File: src/rtl/return_addr_stack.sv
// return_addr_stack: parametrised hardware return-address stack.
// CALL pushes the link address, RET pops; top_addr is the combinational RET target.
// Push+pop together replaces the top entry (tail call). Error flags are sticky until clr_err.
module return_addr_stack #(
   parameter int ADDR_W       = 19,
   parameter int DEPTH        = 16,
   parameter int WRAP_ON_FULL = 0,
   parameter int CNT_W        = $clog2(DEPTH) + 1
) (
   input  logic              clk,
   input  logic              rst,
   input  logic              push,
   input  logic [ADDR_W-1:0] push_addr,
   input  logic              pop,
   input  logic              clr_err,
   output logic [ADDR_W-1:0] top_addr,
   output logic              empty,
   output logic              full,
   output logic [CNT_W-1:0]  count,
   output logic              overflow,
   output logic              underflow
);

   localparam int PTR_W = $clog2(DEPTH);

   logic [ADDR_W-1:0] mem_q [DEPTH];
   logic [ADDR_W-1:0] mem_d [DEPTH];
   logic [PTR_W-1:0]  tp_q, tp_d;
   logic [CNT_W-1:0]  count_q, count_d;
   logic              overflow_q, overflow_d;
   logic              underflow_q, underflow_d;

   logic [PTR_W-1:0]  tp_m1;
   logic              is_empty;
   logic              is_full;
   logic              ovf_event;
   logic              unf_event;

   assign tp_m1    = tp_q - PTR_W'(1);
   assign is_empty = (count_q == '0);
   assign is_full  = (count_q == CNT_W'(DEPTH));

   // Next-state decode: one operation per cycle, pointer arithmetic wraps modulo DEPTH.
   always_comb begin
      mem_d     = mem_q;
      tp_d      = tp_q;
      count_d   = count_q;
      ovf_event = 1'b0;
      unf_event = 1'b0;

      if (push && pop && !is_empty) begin
         mem_d[tp_m1] = push_addr;
      end else if (push) begin
         if (pop) begin
            unf_event = 1'b1;
         end
         if (!is_full) begin
            mem_d[tp_q] = push_addr;
            tp_d        = tp_q + PTR_W'(1);
            count_d     = count_q + CNT_W'(1);
         end else begin
            ovf_event = 1'b1;
            if (WRAP_ON_FULL != 0) begin
               mem_d[tp_q] = push_addr;
               tp_d        = tp_q + PTR_W'(1);
            end
         end
      end else if (pop) begin
         if (is_empty) begin
            unf_event = 1'b1;
         end else begin
            tp_d    = tp_m1;
            count_d = count_q - CNT_W'(1);
         end
      end

      overflow_d  = (overflow_q  & ~clr_err) | ovf_event;
      underflow_d = (underflow_q & ~clr_err) | unf_event;
   end

   // State registers with synchronous reset that also clears every entry.
   always_ff @(posedge clk) begin
      if (rst) begin
         mem_q       <= '{default: '0};
         tp_q        <= '0;
         count_q     <= '0;
         overflow_q  <= 1'b0;
         underflow_q <= 1'b0;
      end else begin
         mem_q       <= mem_d;
         tp_q        <= tp_d;
         count_q     <= count_d;
         overflow_q  <= overflow_d;
         underflow_q <= underflow_d;
      end
   end

   assign top_addr  = is_empty ? '0 : mem_q[tp_m1];
   assign empty     = is_empty;
   assign full      = is_full;
   assign count     = count_q;
   assign overflow  = overflow_q;
   assign underflow = underflow_q;

endmodule

File: config.mk
export PLATFORM = sky130hd
export DESIGN_NAME = return_addr_stack
export DESIGN_NICKNAME = d
export VERILOG_FILES = /design/src/rtl/return_addr_stack.sv
export SDC_FILE = /design/constraint.sdc
export NUM_CORES = 1
export LEC_CHECK = 0
export CAP_MARGIN = 20
export CORE_MARGIN = 4
export CORE_UTILIZATION = 48
export DETAILED_ROUTE_END_ITERATION = 10
export GPL_TIMING_DRIVEN = 0
export PLACE_DENSITY = 0.77
export SLEW_MARGIN = 20
export SYNTH_ARGS = -nofsm -noshare
export SYNTH_HDL_FRONTEND = slang
export SYNTH_SLANG_ARGS = --single-unit
File: constraint.sdc
create_clock -name clk -period 9.19 [get_ports clk]
set_input_delay 0.919 -clock clk [delete_from_list [all_inputs] [get_ports clk]]
set_output_delay 0.919 -clock clk [all_outputs]
set_load 0.005 [all_outputs]
==> summary.md, run 1 <==
| Metric | Value |
|---|---|
| CP dominant cell by count | `clkbuf_1` |
| Worst setup SP type | `flop` |
| Row count | `64` |
| Max Buffers Root-to-Sink | `3` |
| Avg WL per Cell | `~22 um` |
| Initial Utilization | `between 40 and 50%` |
| Cell area power density | `~290 mW/mm^2` |
| Overall routed net length | `between 40000 and 50000 um` |
| I/O Pins | `52` |
| # diodes | `0` |
| Worst Path Required | `between 8 and 9 ns` |
| Ys async rst share | `0%` |
| Fin crit share | `between 70% and 80%` |
| Nets | `approximately 1400` |
| First-pass GRT wire length | `~63000 um` |
| Largest family of logic cells by synthesized area | `multiplexers` |
| Drt first pass iters | `5` |
| Setup slack, reg-to-reg | `approximately 4.8 ns` |
| Crit-path max cell delay | `around 0.85 ns` |
| CORE AREA | `a little over 0.03 sq mm` |
| Max cap viols | `0` |
| Cell breakdown of the critical path | `clkbuf_1 -> clkbuf_1 -> inv_1 -> ha_1 -> clkbuf_1 -> clkbuf_1 -> clkbuf_1 -> mux4_2 -> o22ai_1 -> nor3_1 -> clkdlybuf4s50_1` |
| Transition time of the tightest slew-check pin | `about 1.1 ns` |
| Number of global-route vias before repair | `about 11000` |
| HP Class | `reg -> reg` |
| Leak Pwr | `about 0.0079 uW` |
| Setup crit end kind | `output port` |
| Routability Congestion | `~0.93` |
| Via-to-Cell Ratio | `approximately 5.8` |
| Syn. warnings | `0` |
| RSZ-0062 raised after global routing | `no` |
| Max Clock Skew | `between 0.01 and 0.015 ns` |
| Gate Count Post-Synth | `between 1000 and 1500` |
| Final setup violating endpoints | `0` |
| Clock-pin transition on the worst setup and hold timing paths | `around 0.060 ns` |
| Synth Cell Area | `~0.015 sq mm` |
| Sequential cell area fraction in the yosys report | `42.02%` |
| Synth Area in Adders | `less than 1%` |
| Tmin final | `6.976 ns` |
| Global route overflow | `0` |
| Iter 0 DRT Violations | `between 900 and 1000` |
| Post_cts resized | `0` |
| Slew Limit Fails | `0` |
| Critical path type | `reg -> out` |
| Synth Area in Compound Gates | `3.435%` |
| Share of layout cells above drive strength 1 | `approximately 13%` |
| Syn Nets | `~1400` |
| Setup bufs post-CTS | `0` |
| Critical-path cell with the highest stage delay | `clkbuf_1` |
| Clk root buf | `clkbuf_16` |
| Detailed Place HPWL | `around 28000 um` |
| Clock Latency Late Sink | `about 0.57 ns` |
| Post-synthesis mux area share | `around a third` |
| Delay-heaviest family, CP | `buffers and inverters` |
| Maximum VDD drop | `between 0.2 and 0.3 mV` |
| P&R area growth vs syn | `13.74%` |
| Commonest cells after routing, fill and taps aside | `nand2b_1 (324), dfxtp_1 (315), mux2i_1 (308)` |
| Initial antenna violation count | `1` |
| Crit-path max FO | `10` |
| Final hold vios | `0` |
| Max-Slew Margin vs Limit | `26.24%` |
| Filler instances | `between 2000 and 3000` |
| CTS Sinks | `~320` |
| Hold-fix buffers at CTS | `0` |
| GRT Util Overall | `about a quarter` |
| Placed insts | `~1800` |
| Max Clk Rate | `about 140 MHz` |
| Syn avg cell area | `roughly 11 sq um` |
| Outcome | `finished clean` |
| Synth Flop Type | `dfxtp_1` |
| Placed Area | `about 0.016 sq mm` |
| DIE AREA | `0.03415 sq mm` |
| Fin area | `approximately 0.017 sq mm` |
| Final setup TNS | `0 ns` |
| Synth cell types | `44` |
| DRC violations left | `0` |
| CTS tree | `done` |
| Die Wd | `between 150 and 200 um` |
| XOR/XNOR share of the synthesized area | `0.3502%` |
| Non-Filler Instances | `1829` |
| Post-synth EDFFs | `0` |
| Most common cell after layout, fill and taps aside | `nand2b_1` |
| Post-DRT Antenna Nets | `0` |
| Via count | `between 10000 and 15000` |
| Chip Height | `approximately 180 um` |
| WP data arrival | `roughly 6.1 ns` |
| Port Buf Inserts | `50` |
| Seq cells post-synth | `between 300 and 400` |
| Synth Area in Simple Gates | `15.88%` |
| Num CTS Buffers | `31` |
| H-Tree Depth | `1` |
| Worst Path Buf+Inv | `7` |
| Pin count of the biggest net entering global routing | `17` |
-- cell families (layout without fill, tap and decap cells) --
| kind of cell | count (synthesis) | in the layout |
|---|---|---|
| AND/OR/NAND/NOR | 391 | 391 |
| multiplexers | 387 | 387 |
| flip-flops | 315 | 315 |
| buffers and inverters | 146 | 251 |
| AO/OA/AOI/OAI | 74 | 74 |
| adder cells (fa/ha/maj) | 9 | 9 |
| XOR/XNOR | 6 | 6 |
-- registers in the layout, summed over array words and instances (netlist names) --
signal     count
tp_q           4
mem_q        304
count          5
underflow      1
overflow       1
-- Yosys cell counts (2+ instances only) --
cell type | count | area, sq um
nand2b_1 | 324 | 2027
dfxtp_1 | 315 | 6306
mux2i_1 | 308 | 3083
clkbuf_1 | 95 | 356.6
mux4_2 | 76 | 1712
o22ai_1 | 38 | 237.7
buf_6 | 27 | 304.0
nor2_1 | 25 | 93.84
nor3_1 | 19 | 95.09
a32oi_1 | 11 | 96.34
ha_1 | 8 | 100.1
nand2_1 | 8 | 30.03
a22oi_1 | 7 | 52.55
buf_2 | 7 | 35.03
inv_1 | 7 | 26.28
xnor2_1 | 6 | 52.55
buf_4 | 5 | 37.54
a21oi_1 | 4 | 20.02
buf_1 | 4 | 15.01
a211oi_1 | 3 | 22.52
a21o_1 | 3 | 22.52
nor3_4 | 3 | 48.80
or2_2 | 3 | 18.77
nor2b_1 | 2 | 12.51
-- worst register-to-register path: stages (launching register included) --
cell and delay [ns]:
dfxtp_1 0.37, clkbuf_1 0.34, clkbuf_1 0.80, inv_1 0.23, ha_1 0.36, clkbuf_1 0.30, clkbuf_1 0.69, clkbuf_1 0.80
xnor2_1 0.13, mux2i_1 0.17, nor2_1 0.05
-- routing by layer --
layer / routed length, um / GRT usage (%)
met2: 18980 / 38.55
met4: 1331 / 7.546
met1: 17700 / 32.70
met5: 13 / 0
met3: 2361 / 3.103
-- area by class of cell --
| class | instances | area (sq um) | area share (%) |
|---|---|---|---|
| Multi-Input combinational cell | 867 | 7905 | 46.32 |
| Sequential cell | 315 | 6306 | 36.95 |
| Timing Repair Buffer | 50 | 500.5 | 2.932 |
| Clock buffer | 48 | 959.7 | 5.623 |
| Inverter | 7 | 26.28 | 0.1539 |
| Clock inverter | 7 | 100.1 | 0.5865 |
| Buffer | 139 | 774.5 | 4.538 |
| Tap cell | 396 | 495.5 | 2.903 |
-- power by group --
part	internal (uW)	leakage [uW]	switching, uW
combinational	853	0.00479	1150
sequential	1490	0.00254	75.5
clock	770	0.000528	543
total	3110	0.00786	1770
-- per-stage QoR --
step	util, %	hold WS, ns	setup WS (ns)	power [uW]
6_report	55.51	0.4744	2.214	4885
5_1_grt	55.51	0.4893	2.000	5077
4_1_cts	55.51	0.4747	2.207	4865
3_5_place_dp	52.06	0.4626	2.841	3544
3_3_place_gp	52.04	0.4567	2.803	3510
2_1_floorplan	-	0.4491	5.355	2790
-- final timing paths --
kind	cells after the start	startpoint	to
max reg2reg	10	tp_q[0]$_SDFFE_PP0P_	tp_q[1]$_SDFFE_PP0P_
min reg2reg	2	mem_q[176]$_SDFFE_PP0P_	mem_q[176]$_SDFFE_PP0P_
min	2	mem_q[176]$_SDFFE_PP0P_	mem_q[176]$_SDFFE_PP0P_
max	11	tp_q[0]$_SDFFE_PP0P_	top_addr[0]
Note: power is estimated with default switching activity, not from simulation.
==> run 2: changes to the inputs <==
- clock period: 9.19 -> 6.6 ns (I/O delays scaled with it)
==> summary.md, run 2 (synthesis gave the netlist of run 1 again) <==
| Metric | Value |
|---|---|
| Outcome | `finished clean` |
| I/O Pins | `between 50 and 60` |
| Crit-path max cell delay | `0.82 ns` |
| Max-Slew Margin vs Limit | `between 20% and 30%` |
| Overall routed net length | `40430 um` |
| Avg WL per Cell | `between 20 and 25 um` |
| Post-DRT Antenna Nets | `0` |
| Final hold vios | `0` |
| P&R area growth vs syn | `13.84%` |
| Initial Utilization | `approximately 49%` |
| GRT Util Overall | `23.57%` |
| Cell area power density | `~400 mW/mm^2` |
| Num CTS Buffers | `31` |
| Critical path type | `reg -> out` |
| Die Wd | `about 180 um` |
| First-pass GRT wire length | `around 63000 um` |
| Clock-pin transition on the worst setup and hold timing paths | `~0.07 ns` |
| DRC violations left | `0` |
| CORE AREA | `0.03075 sq mm` |
| Nets | `about 1400` |
| Most common cell after layout, fill and taps aside | `nand2b_1` |
| Chip Height | `184.8 um` |
| Pin count of the biggest net entering global routing | `17` |
| Via-to-Cell Ratio | `about 5.7` |
| Max Clk Rate | `around 160 MHz` |
| Worst Path Required | `5.94 ns` |
| Initial antenna violation count | `1` |
| Final setup TNS | `0 ns` |
| Multi-input logic area | `between 0.007 and 0.008 sq mm` |
| Row count | `64` |
| Hold-fix buffers at CTS | `0` |
| Filler instances | `~2600` |
| Commonest cells after routing, fill and taps aside | `nand2b_1 (324), dfxtp_1 (315), mux2i_1 (308)` |
| Max Buffers Root-to-Sink | `3` |
| Clk root buf | `clkbuf_16` |
| DIE AREA | `0.03415 sq mm` |
| Via count | `10492` |
| Share of layout cells above drive strength 1 | `12.98%` |
| Final setup violating endpoints | `0` |
| Max cap viols | `0` |
| Drt first pass iters | `5` |
| Worst setup SP type | `flop` |
| Fin crit share | `a little over nine tenths` |
| HP Class | `reg -> reg` |
| Maximum VDD drop | `roughly 0.40 mV` |
| Critical-path cell with the highest stage delay | `clkdlybuf4s15_1` |
| Final Total Pwr | `6814 uW` |
| Setup crit end kind | `output port` |
| Worst Hold Margin | `0.4734 ns` |
| WP data arrival | `between 5 and 6 ns` |
| Biggest register | `mem_q` |
| CTS tree | `done` |
| Cell breakdown of the critical path | `clkbuf_1 -> clkbuf_2 -> inv_1 -> ha_1 -> clkbuf_1 -> clkbuf_1 -> clkdlybuf4s15_1 -> mux4_2 -> o22ai_1 -> nor3_1 -> clkdlybuf4s50_1` |
| Transition time of the tightest slew-check pin | `approximately 1.2 ns` |
| Routability Congestion | `between 0.9 and 1` |
| Crit-path max FO | `10` |
| CTS Sinks | `about 320` |
| Port Buf Inserts | `50` |
| Final worst-path setup slack | `between 0.3 and 0.4 ns` |
| CP dominant cell by count | `clkbuf_1` |
| Dpl ws | `between 0.5 and 0.6 ns` |
| Iter 0 DRT Violations | `890` |
| Detailed Place HPWL | `28080 um` |
| # diodes | `0` |
| Setup bufs post-CTS | `0` |
| Leak Pwr | `just under 0.008 uW` |
| Max Clock Skew | `0.01275 ns` |
| Number of global-route vias before repair | `10755` |
| Global route overflow | `0` |
| Largest register FFs | `304` |
| H-Tree Depth | `1` |
| RSZ-0062 raised after global routing | `no` |
| Final core utilization | `55.55%` |
| Register area | `around 0.0063 sq mm` |
| Tmin final | `about 6.3 ns` |
| Clock Latency Late Sink | `0.58 ns` |
| Slew Limit Fails | `0` |
[run 2: final timing paths]
check | start | endpoint | slack (ns) | cells past startpoint
min reg2reg | mem_q[52]$_SDFFE_PP0P_ | mem_q[52]$_SDFFE_PP0P_ | 0.47 | 2
max reg2reg | tp_q[0]$_SDFFE_PP0P_ | tp_q[1]$_SDFFE_PP0P_ | 2.66 | 10
max | tp_q[0]$_SDFFE_PP0P_ | top_addr[8] | 0.30 | 11
min | mem_q[52]$_SDFFE_PP0P_ | mem_q[52]$_SDFFE_PP0P_ | 0.47 | 2
[run 2: stage by stage]
stage	area, sq um	std cells
floorplan	15010	1328
global placement	16000	1774
detailed placement	16010	1774
CTS	17070	1829
global route	17080	1829
finish	17080	1829
[run 2: repair_timing]
action,4_1_cts,5_1_grt
gates resized for setup,1,7
gates cloned,0,0
endpoints found under the setup margin,4,19
endpoints found under the hold margin,0,0
pin swaps,0,0
[run 2: per-layer routing]
metal,up-vias,part of all wire (%),global-route usage (%)
met1,5218,44,32.70
li1,4810,-,-
met3,73,6.3,3.103
met4,2,3.2,7.546
met2,389,47,38.55
met5,-,0.030,0
[run 2: cell type report]
class | instances | share of cell area (%)
Tap cell | 396 | 2.900
Timing Repair Buffer | 50 | 2.930
Sequential cell | 315 | 36.92
Clock inverter | 7 | 0.5860
Clock buffer | 48 | 5.618
Multi-Input combinational cell | 867 | 46.28
Inverter | 7 | 0.1538
Buffer | 139 | 4.622
[run 2: critical path: cells and delay by family (launching register included)]
| kind | cells | cell delay (ns) |
|---|---|---|
| mux | 1 | 0.40 |
| simple gates | 1 | 0.47 |
| compound gates | 1 | 0.09 |
| fa+ha+maj | 1 | 0.32 |
| buf+inv | 7 | 3.40 |
| flops | 1 | 0.37 |
[run 2: power breakdown]
group / switching (uW) / total [uW] / internal (uW)
sequential: 105 / 2180 / 2080
combinational: 1610 / 2810 / 1200
clock: 752 / 1820 / 1070
